## src/rtl/inst_fetch_if_pkg.sv

```systemverilog
//------------------------------------------------------------------------------
// Module   : inst_fetch_if_pkg
// Purpose  : Shared constants and FSM state type for the instruction fetch unit.
// Revision : 1.0 - initial release
//------------------------------------------------------------------------------
`default_nettype none

package inst_fetch_if_pkg;

   localparam int unsigned ADDR_W_DEF = 32;
   localparam int unsigned DATA_W_DEF = 32;

   localparam logic [31:0] RESET_VECTOR = 32'hBFC0_0000;

   typedef enum logic [1:0] {
      ST_IDLE    = 2'd0,
      ST_REQ     = 2'd1,
      ST_WAIT    = 2'd2,
      ST_DISCARD = 2'd3
   } fetch_state_t;

endpackage

`default_nettype wire

```

## src/rtl/inst_fetch_if_out_buf.sv

```systemverilog
//------------------------------------------------------------------------------
// Module   : if_out_buf
// Purpose  : Output slot(s) between fetch and decode; 2-entry FIFO when
//            IF_PREFETCH_BUF_EN is defined, single slot otherwise.
// Revision : 1.0 - initial release
//------------------------------------------------------------------------------
`default_nettype none

module if_out_buf
   import inst_fetch_if_pkg::*;
#(
   parameter int ADDR_W = ADDR_W_DEF,
   parameter int DATA_W = DATA_W_DEF
)
(
   input  logic              clk,
   input  logic              rst_n,
   input  logic              i_push,
   input  logic [DATA_W-1:0] i_data,
   input  logic [ADDR_W-1:0] i_pc,
   input  logic              i_flush,
   input  logic              i_stall,
   output logic              o_free,
   output logic              o_valid,
   output logic [DATA_W-1:0] o_inst,
   output logic [ADDR_W-1:0] o_pc
);

   localparam logic [ADDR_W-1:0] C_RST_PC = ADDR_W'(RESET_VECTOR);

   logic              r_v0;
   logic [DATA_W-1:0] r_inst0;
   logic [ADDR_W-1:0] r_pc0;
   logic              w_pop;

   assign w_pop = r_v0 & ~i_stall;

`ifdef IF_PREFETCH_BUF_EN
   logic              r_v1;
   logic [DATA_W-1:0] r_inst1;
   logic [ADDR_W-1:0] r_pc1;

   always_ff @(posedge clk or negedge rst_n) begin
      if (!rst_n) begin
         r_v0    <= 1'b0;
         r_inst0 <= '0;
         r_pc0   <= C_RST_PC;
         r_v1    <= 1'b0;
         r_inst1 <= '0;
         r_pc1   <= C_RST_PC;
      end else if (i_flush) begin
         r_v0 <= 1'b0;
         r_v1 <= 1'b0;
      end else begin
         case ({i_push, w_pop})
            2'b11: begin
               if (r_v1) begin
                  r_inst0 <= r_inst1;
                  r_pc0   <= r_pc1;
                  r_inst1 <= i_data;
                  r_pc1   <= i_pc;
               end else begin
                  r_inst0 <= i_data;
                  r_pc0   <= i_pc;
               end
            end
            2'b10: begin
               if (!r_v0) begin
                  r_inst0 <= i_data;
                  r_pc0   <= i_pc;
                  r_v0    <= 1'b1;
               end else begin
                  r_inst1 <= i_data;
                  r_pc1   <= i_pc;
                  r_v1    <= 1'b1;
               end
            end
            2'b01: begin
               if (r_v1) begin
                  r_inst0 <= r_inst1;
                  r_pc0   <= r_pc1;
                  r_v1    <= 1'b0;
               end else begin
                  r_v0 <= 1'b0;
               end
            end
            default: ;
         endcase
      end
   end

   // Room for one more instruction once the head is leaving or slot 1 is empty.
   assign o_free = ~r_v1 | w_pop;
`else
   always_ff @(posedge clk or negedge rst_n) begin
      if (!rst_n) begin
         r_v0    <= 1'b0;
         r_inst0 <= '0;
         r_pc0   <= C_RST_PC;
      end else if (i_flush) begin
         r_v0 <= 1'b0;
      end else if (i_push) begin
         r_inst0 <= i_data;
         r_pc0   <= i_pc;
         r_v0    <= 1'b1;
      end else if (w_pop) begin
         r_v0 <= 1'b0;
      end
   end

   assign o_free = ~r_v0 | ~i_stall;
`endif

   assign o_valid = r_v0;
   assign o_inst  = r_inst0;
   assign o_pc    = r_pc0;

endmodule

`default_nettype wire

```

## src/rtl/inst_fetch_if.sv

```systemverilog
//------------------------------------------------------------------------------
// Module   : inst_fetch_if
// Purpose  : SRAM-like instruction fetch FSM feeding decode through if_out_buf.
//            Optional macro IF_PREFETCH_BUF_EN enables a 2-entry output FIFO.
// Revision : 1.0 - initial release
//------------------------------------------------------------------------------
`default_nettype none

module inst_fetch_if
   import inst_fetch_if_pkg::*;
#(
   parameter int ADDR_W = ADDR_W_DEF,
   parameter int DATA_W = DATA_W_DEF
)
(
   input  logic              clk,
   input  logic              rst_n,
   input  logic [ADDR_W-1:0] pc_i,
   output logic              pc_en_o,
   input  logic              flush_i,
   input  logic              stall_i,
   output logic              inst_req,
   output logic [ADDR_W-1:0] inst_addr,
   input  logic              inst_addr_ok,
   input  logic              inst_data_ok,
   input  logic [DATA_W-1:0] inst_rdata,
   output logic [DATA_W-1:0] inst_o,
   output logic [ADDR_W-1:0] inst_pc_o,
   output logic              inst_valid_o,
   output logic              fetch_stall_o
);

   localparam logic [ADDR_W-1:0] C_RST_PC = ADDR_W'(RESET_VECTOR);

   fetch_state_t      r_state;
   fetch_state_t      w_state_nxt;
   logic [ADDR_W-1:0] r_addr;
   logic              r_flush_pend;
   logic              w_addr_load;
   logic              w_push;
   logic              w_pend_set;
   logic              w_pend_clr;
   logic              w_slot_free;

   always_ff @(posedge clk or negedge rst_n) begin
      if (!rst_n) begin
         r_state <= ST_IDLE;
      end else begin
         r_state <= w_state_nxt;
      end
   end

   always_ff @(posedge clk or negedge rst_n) begin
      if (!rst_n) begin
         r_addr       <= C_RST_PC;
         r_flush_pend <= 1'b0;
      end else begin
         if (w_addr_load) begin
            r_addr <= pc_i;
         end
         if (w_pend_clr) begin
            r_flush_pend <= 1'b0;
         end else if (w_pend_set) begin
            r_flush_pend <= 1'b1;
         end
      end
   end

   always_comb begin
      w_state_nxt   = r_state;
      w_addr_load   = 1'b0;
      w_push        = 1'b0;
      w_pend_set    = 1'b0;
      w_pend_clr    = 1'b0;
      inst_req      = 1'b0;
      fetch_stall_o = 1'b1;
      case (r_state)
         ST_IDLE: begin
            fetch_stall_o = 1'b0;
            // pc_i is still the stale PC during a flush; pick up the target next cycle.
            if (w_slot_free && !flush_i) begin
               w_addr_load = 1'b1;
               w_state_nxt = ST_REQ;
            end
         end
         ST_REQ: begin
            inst_req = 1'b1;
            if (inst_addr_ok) begin
               w_pend_clr  = 1'b1;
               w_state_nxt = (flush_i || r_flush_pend) ? ST_DISCARD : ST_WAIT;
            end else if (flush_i) begin
               w_pend_set = 1'b1;
            end
         end
         ST_WAIT: begin
            if (inst_data_ok) begin
               w_push      = ~flush_i;
               w_state_nxt = ST_IDLE;
            end else if (flush_i) begin
               w_state_nxt = ST_DISCARD;
            end
         end
         ST_DISCARD: begin
            if (inst_data_ok) begin
               w_state_nxt = ST_IDLE;
            end
         end
         default: begin
            w_state_nxt = ST_IDLE;
         end
      endcase
      pc_en_o = inst_req & inst_addr_ok & ~flush_i;
   end

   assign inst_addr = r_addr;

   if_out_buf #(
      .ADDR_W (ADDR_W),
      .DATA_W (DATA_W)
   ) u_out_buf (
      .clk     (clk),
      .rst_n   (rst_n),
      .i_push  (w_push),
      .i_data  (inst_rdata),
      .i_pc    (r_addr),
      .i_flush (flush_i),
      .i_stall (stall_i),
      .o_free  (w_slot_free),
      .o_valid (inst_valid_o),
      .o_inst  (inst_o),
      .o_pc    (inst_pc_o)
   );

endmodule

`default_nettype wire

```

## config.mk

```make
export PLATFORM = sky130hd
export DESIGN_NAME = inst_fetch_if
export DESIGN_NICKNAME = d
export VERILOG_FILES = /design/src/rtl/inst_fetch_if_pkg.sv /design/src/rtl/inst_fetch_if_out_buf.sv /design/src/rtl/inst_fetch_if.sv
export SDC_FILE = /design/constraint.sdc
export NUM_CORES = 1
export LEC_CHECK = 0
export ABC_AREA = 1
export CELL_PAD_IN_SITES_DETAIL_PLACEMENT = 1
export CELL_PAD_IN_SITES_GLOBAL_PLACEMENT = 2
export CORE_MARGIN = 2
export CORE_UTILIZATION = 26
export CTS_BUF_LIST = sky130_fd_sc_hd__clkbuf_4
export CTS_CLUSTER_SIZE = 10
export DETAILED_ROUTE_END_ITERATION = 8
export PLACE_DENSITY = 0.9
export SYNTH_ARGS = -nofsm -noshare
export SYNTH_HDL_FRONTEND = slang
export SYNTH_SLANG_ARGS = --single-unit
```

## constraint.sdc

```tcl
create_clock -name clk -period 1.4 [get_ports clk]
set_input_delay 0.42 -clock clk [delete_from_list [all_inputs] [get_ports clk]]
set_output_delay 0.42 -clock clk [all_outputs]
set_load 0.02 [all_outputs]
```

==> results of run 1 <==
==> layout by cell type (no fill, tap or decap) <==
cell type        synthesis  layout
buf_4                    0      75
inv_1                   70      67
o21ai_1                  6       1
bufinv_16                0       1
clkinv_2                 0       1
nand2_2                  0      23
buf_16                   0      12
o21ai_0                  7       2
a21oi_1                 32      18
o21ai_2                 54      60
dfstp_2                 18      18
nand2_1                 80      15
nor2_4                   0      14
dfrtp_1                 82      81
clkinv_1                 0       1
clkbuf_16                0       6
nand3_1                  4       4
buf_8                    0       2
nor2_1                  38       3
buf_12                   0      15
dlygate4sd3_1            0       1
buf_6                   12     110
clkbuf_4                 0      12
o21ai_4                  0       4
nand3b_1                 1       1
a21oi_2                  0      12
inv_2                    1       2
nor2_2                   1      22
nand3_4                  0       3
a21oi_4                  0       2
dfrtp_2                  0       1
nand2_4                  0      42
clkinvlp_4               0       1
inv_4                    0       1
clkdlybuf4s50_1          0      68
==> final cells by class <==
class                   instances  share of cell area, %
clock inverters                 3                 0.4621
multi-input cells             226                  22.55
clock buffers                  12                  1.073
flip-flops and latches        100                  30.09
well taps                     216                  3.220
inverters                      71                  3.249
repair buffers                289                  39.35
==> synthesized netlist by cell type <==
cell type  number
dfrtp_1        82
nand2_1        80
inv_1          70
o21ai_2        54
nor2_1         38
a21oi_1        32
dfstp_2        18
buf_6          12
buf_2           7
o21ai_0         7
o21ai_1         6
nand3_1         4
nand3_2         2
clkbuf_1        1
inv_2           1
nand3b_1        1
nor2_2          1
==> worst max-delay path: stages, from the launching register on <==
cell and delay, ps:
dfrtp_1 450, nor2_4 140, nand2_2 70, nor2_2 100
buf_6 120
==> repair_timing <==
action / 4_1_cts / 5_1_grt
setup endpoints to repair: 188 / 199
pin swaps: 3 / 8
hold buffers: 1 / 0
endpoints found under the hold margin: 10 / 0
resized for setup: 653 / 187
cloned: 15 / 9
setup buffers: 28 / 53
==> flip-flops by register name (all words and copies together) (netlist names) <==
name and cells:
inst_addr 32, r_flush_pend 1, r_state 2, u_out_buf.o_inst 32
u_out_buf.o_pc 32, u_out_buf.o_valid 1
==> through the flow <==
step,hold WS [ps],TNS [ps],setup slack (ps),util [%],power (mW)
2_1_floorplan,124.4,0,25.00,-,9.114
3_3_place_gp,291.4,-47310,-677.0,39.24,12.71
3_5_place_dp,295.5,-49720,-688.3,39.24,13.05
4_1_cts,313.7,-26210,-380.9,46.10,16.31
5_1_grt,309.2,-39510,-462.8,53.23,19.98
6_report,338.0,-25010,-359.6,53.23,18.94
==> logic make-up (layout without fill, tap and decap cells) <==
kind of cell,Yosys count,after routing,synth area share (%)
and+or+nand+nor,126,127,11.94
AOI/OAI and AO/OA,99,99,16.78
DFF,100,100,60.69
buffers and inverters,91,375,10.59
==> power by group <==
part | internal (mW) | switching (mW)
logic | 6.17 | 5.65
registers | 4.42 | 1.13
clock network | 0.591 | 0.981
total | 11.2 | 7.75
==> per-layer routing <==
layer	global-route usage (%)	vias up
met4	5.257	0
met3	4.723	23
met1	19.88	2003
met2	31.19	100
li1	-	1852
met5	0	-
==> worst paths after layout <==
check / depth (start not counted) / slack, ps / end / start
setup / recovery: 4 / -360 / pc_en_o / r_state[1]
hold / removal: 2 / 340 / inst_addr[21] / rst_n
setup reg to reg: 10 / -260 / u_out_buf.o_pc[17] / r_state[1]
hold reg to reg: 2 / 500 / u_out_buf.o_pc[31] / u_out_buf.o_pc[31]
max in group asynchronous: 3 / 510 / u_out_buf.o_pc[29] / rst_n
min in group clk: 3 / 480 / u_out_buf.o_inst[12] / inst_rdata[12]
==> qor.csv, run 1 <==
stage;metric;value;unit
route;top sig layer;met4;
final_layout;Area Overhead vs Synth;101.8;%
place;Port-buffer cells;169;
synthesis;ranking of synthesized cells by area;dfrtp_1 (49%), dfstp_2 (11%), o21ai_2 (11%), nand2_1 (7.2%), inv_1 (6.3%);
synthesis;#FFs+latches synth;100;
route;DR WL/cell;18.64;um
final_layout;share of layout cells above drive strength 1;62.62;%
route;routed length on met1;6.555;mm
pwr;Pwr Density;2256;mW/mm^2
global_route;number of global-route vias before repair;4178;
final_layout;fin cells;917;
global_route;gr usage total;17.24;%
flow_run;MaxCap Viol Count;0;
global_route;first-pass GRT wire length;22.29;mm
route;vias post-DR;3978;
synthesis;Mapped Cells;416;
synthesis;Netlist Area Pre-Place;0.004160;sq mm
timing;Slew Limit Fails;0;
timing;Setup violations, final;199;
setup_path;Worst Path Required;980;ps
global_route;pin count of the biggest net entering global routing;49;
setup_path;crit path kind;flip-flop to output port;
timing;Rel. slew slack;80.44;%
timing;Tightest Pin Transition;292.4;ps
route;routed wl met2;9.432;mm
global_route;GRT overflow;0;
synthesis;post-synth top area cell;dfrtp_1;
route;DRT Wirelength;17.09;mm
final_layout;Register Area;0.002526;sq mm
floorplan;# rows;46;
synthesis;Yosys cell types;17;
setup_path;Worst Path Arrival;1340;ps
setup_path;kind of start point of the critical path;flip-flop;
floorplan;die footprint;0.01703;sq mm
floorplan;IO Pins;170;
final_layout;layout filler cell count;1699;
final_layout;Nets;767;
route;metal3 WL;838;um
route;Pre-antenna DRT Iters;4;
synthesis;syn_nets;486;
place;placed insts;801;
place;DP Area;0.006188;sq mm
synthesis;Syn. warnings;0;
synthesis;sequential area share after synthesis;60.69;%
route;DR iter-0 viols;112;
route;Antenna Nets Post-Route;0;
timing;Tmin final;1760;ps
hold_path;Hold Crit Class;primary input to asynchronous set/reset pin;
timing;Final Hold Fails;0;
clock_tree;CTS Buffer Depth;2;
route;DRC violations left;0;
timing;final worst-path setup slack;-359.6;ps
outcome;status;finished, violations left;
timing;RSZ-0062 raised after global routing;yes;
floorplan;Die Height;130.5;um
timing;fmax;568.3;MHz
floorplan;initial core utilization;26.38;%
synthesis;post-synth top area share;49.32;%
place;post-DP HPWL;9.036;mm
floorplan;core box area;0.01577;sq mm
synthesis;syn_area_per_cell;10.00;sq um
place;GP Congestion;0.7769;
final_layout;Multi-input gate area;0.001893;sq mm
pwr;worst IR drop on VDD;0.8796;mV
clock_tree;CTS buffer count;9;
clock_tree;clock latency on the worst-skew pair;470;ps
clock_tree;root buffer cell;clkbuf_4;
setup_path;critical path endpoint category;output port;
timing;Final period util;125.7;%
floorplan;die width;130.5;um
route;drt via density;4.338;
clock_tree;CTS tree;yes;
outcome;failing checks;negative setup slack;
timing;clock skew;24.03;ps
setup_path;crit path max fanout;2;
final_layout;design area;0.008394;sq mm
clock_tree;H-tree Lvls;3;
final_layout;# diodes;0;
global_route;initial antenna violation count;0;
pwr;leakage power;4.038;nW
clock_tree;CTS Sinks;100;
clock_tree;Worst-path clk slew;160;ps
(Power assumes the default switching activity.)
==> run 2, diff against run 1 <==
--- a/config.mk
+++ b/config.mk
@@ -9,11 +9,12 @@
 export CELL_PAD_IN_SITES_DETAIL_PLACEMENT = 1
 export CELL_PAD_IN_SITES_GLOBAL_PLACEMENT = 2
 export CORE_MARGIN = 2
-export CORE_UTILIZATION = 26
+export CORE_UTILIZATION = 38
 export CTS_BUF_LIST = sky130_fd_sc_hd__clkbuf_4
 export CTS_CLUSTER_SIZE = 10
 export DETAILED_ROUTE_END_ITERATION = 8
-export PLACE_DENSITY = 0.9
+export DONT_BUFFER_PORTS = 1
+export PLACE_DENSITY = 0.89
 export SYNTH_ARGS = -nofsm -noshare
 export SYNTH_HDL_FRONTEND = slang
 export SYNTH_SLANG_ARGS = --single-unit
==> run 2 against run 1 <==
Net effect: the flow finishes with violations (negative hold slack, negative setup slack); die area shrank 31%; global-route usage grew 1.5 points; power shrank 33%; clock skew shrank 8.6 ps; cell area shrank 37%; utilization shrank 4.2 points; sequential share of layout area grew 20 points; maximum frequency grew 3.5%; sequential cell count is the same; routed wire length shrank 34%; critical path type unchanged; largest power group is now sequential cells.
==> qor.csv, run 2 (synthesis gave the netlist of run 1 again) <==
stage;metric;value;unit;change
place;post-DP HPWL;6.627;mm;-27%
route;DRC violations left;0;;unchanged
floorplan;die footprint;0.01180;sq mm;-31%
route;vias post-DR;2960;;-26%
route;Antenna Nets Post-Route;0;;unchanged
clock_tree;Worst-path clk slew;150;ps;about the same
route;Pre-antenna DRT Iters;4;;unchanged
pwr;Total Power;12.66;mW;-33%
pwr;Sw Ratio;45.43;%;+4.5 points
final_layout;share of layout cells above drive strength 1;55.19;%;-7.4 points
clock_tree;clock latency on the worst-skew pair;440;ps;-30 ps
setup_path;R2R depth;9;;-1
timing;Final period util;121.4;%;-4.3 points
timing;clock skew;15.40;ps;-8.629 ps
final_layout;commonest non-fill, non-tap cells in the layout;dfrtp_2 (70), inv_1 (68), o21ai_2 (61);;
clock_tree;H-tree Lvls;3;;unchanged
timing;RSZ-0062 raised after global routing;yes;;
floorplan;# rows;38;;-17%
outcome;failing checks;negative hold slack, negative setup slack;;
floorplan;die width;108.6;um;-17%
setup_path;critical path endpoint category;output port;;
floorplan;initial core utilization;38.72;%;+12 points
final_layout;commonest non-fill, non-tap cell in the layout;dfrtp_2;;
setup_path;crit path max fanout;3;;+1
pwr;Comb pwr share;29.4;%;-33 points
global_route;number of global-route vias before repair;3195;;-24%
timing;Fin Hold WS;-350.3;ps;-688.4 ps
final_layout;Area Overhead vs Synth;26.62;%;
place;Port-buffer cells;0;;-100%
setup_path;Worst Path Arrival;1280;ps;-60 ps
final_layout;layout filler cell count;1201;;-29%
setup_path;crit path kind;flip-flop to output port;;
timing;Slew Limit Fails;0;;unchanged
timing;Tmin final;1699;ps;-60.23 ps
setup_path;worst setup path endpoint;fetch_stall_o;;
pwr;sw power;5.750;mW;-26%
hold_path;Hold Crit Class;primary input to asynchronous set/reset pin;;
route;DR iter-0 viols;113;;+0.89%
global_route;initial antenna violation count;0;;unchanged
setup_path;reg-to-reg setup timing slack;-300;ps;-40 ps
route;drt via density;4.992;;+15%
timing;fmax;588.5;MHz;+3.5%
pwr;Pwr Density;2403;mW/mm^2;+6.5%
floorplan;core box area;0.01075;sq mm;-32%
pwr;leakage power;2.555;nW;-37%
global_route;pin count of the biggest net entering global routing;101;;+110%
setup_path;Worst Path Required;980;ps;about the same
global_route;gr usage total;18.73;%;+1.5 points
global_route;GRT overflow;0;;unchanged
timing;Setup violations, final;92;;-54%
flow_run;MaxCap Viol Count;0;;unchanged
final_layout;Nets;518;;-32%
final_layout;Final Util;49.02;%;-4.2 points
floorplan;IO Pins;170;;unchanged
pwr;portion of total power attributed to the clock network;12.0;%;+3.7 points
timing;Rel. slew slack;77.67;%;-2.8 points
pwr;worst IR drop on VDD;0.9155;mV;+4.1%
timing;Final Hold Fails;100;;+100
clock_tree;CTS buffer count;9;;unchanged
timing;Tightest Pin Transition;334.5;ps;+42.09 ps
pwr;Seq pwr share;58.6;%;+29 points
timing;final worst-path setup slack;-299.3;ps;+60.23 ps
place;GP Congestion;0.7241;;-6.8%
setup_path;FF-to-FF End;u_out_buf.o_inst[0];;
global_route;first-pass GRT wire length;16.75;mm;-25%
setup_path;kind of start point of the critical path;flip-flop;;
setup_path;Critical Path Start;r_state[1];;
clock_tree;CTS tree;yes;;
setup_path;reg2reg start;r_state[1];;
outcome;status;finished, violations left;;
floorplan;Die Height;108.6;um;-17%
timing;Setup TNS Final;-18670;ps;+6344 ps
final_layout;fin cells;593;;-35%
final_layout;# diodes;0;;unchanged
clock_tree;CTS Sinks;100;;unchanged
clock_tree;CTS Buffer Depth;2;;unchanged
clock_tree;root buffer cell;clkbuf_4;;
pwr;total internal power;6.907;mW;-38%
route;DR WL/cell;19.10;um;+2.5%
place;placed insts;546;;-32%
route;DRT Wirelength;11.32;mm;-34%
==> run 2: what timing repair did <==
item,CTS,global route
endpoints found under the setup margin,73,152
setup buffers,13,6
resized for setup,66,83
pin swaps,4,4
gates cloned,10,2
hold endpoints to repair,100,100
==> run 2: power by group through the flow <==
stage          clock, mW  combinational [mW]  sequential [mW]
3_5_place_dp           0                2.82             7.21
3_3_place_gp           0                2.61             7.18
4_1_cts             1.58                3.48             7.22
6_report            1.52                3.72             7.42
5_1_grt             1.72                4.20             7.60
2_1_floorplan          0                2.29             6.83
==> run 2: worst min path at each step <==
stage                                 to  slack (ps)  depth (start not counted)
detailed placement   u_out_buf.o_inst[9]         130                          0
global placement    u_out_buf.o_inst[11]         130                          0
floorplan                   inst_addr[0]         120                          0
global route         u_out_buf.o_inst[3]        -410                          0
CTS                 u_out_buf.o_inst[15]        -400                          0
finish               u_out_buf.o_inst[3]        -350                          0
==> run 2: area by class of cell <==
type                       count  area (sq um)  share of cell area (%)
clock inverter                 5         52.55                  0.9976
inverter                      71         269.0                   5.107
multi-input combinational    226          1369                   25.99
sequential                   100          2613                   49.60
timing repair buffer          40         706.9                   13.42
clock buffer                  11         82.58                   1.568
tap                          140         175.2                   3.325
==> run 2: metal layers <==
metal,track usage [%],wire length [um],vias to the layer above,share of wire (%)
met1,21.49,4323,1491,38
li1,-,-,1358,-
met2,33.39,5959,99,53
met4,6.593,146,0,1.3
met3,5.260,895,12,7.9
met5,0,0,-,0
==> run 2: critical path, stage by stage (launching register included) <==
cell and delay (ps):
dfrtp_2 460, buf_4 140, nor2_2 150, inv_2 110
==> run 2: metrics by stage <==
stage / hold WS, ps / setup WS, ps / cell area, sq um
2_1_floorplan: 124.4 / 25.00 / 4170
3_3_place_gp: 126.5 / 38.01 / 4317
3_5_place_dp: 126.6 / -22.11 / 4317
5_1_grt: -412.3 / -377.8 / 5268
6_report: -350.3 / -299.3 / 5268
4_1_cts: -399.1 / -326.3 / 5007
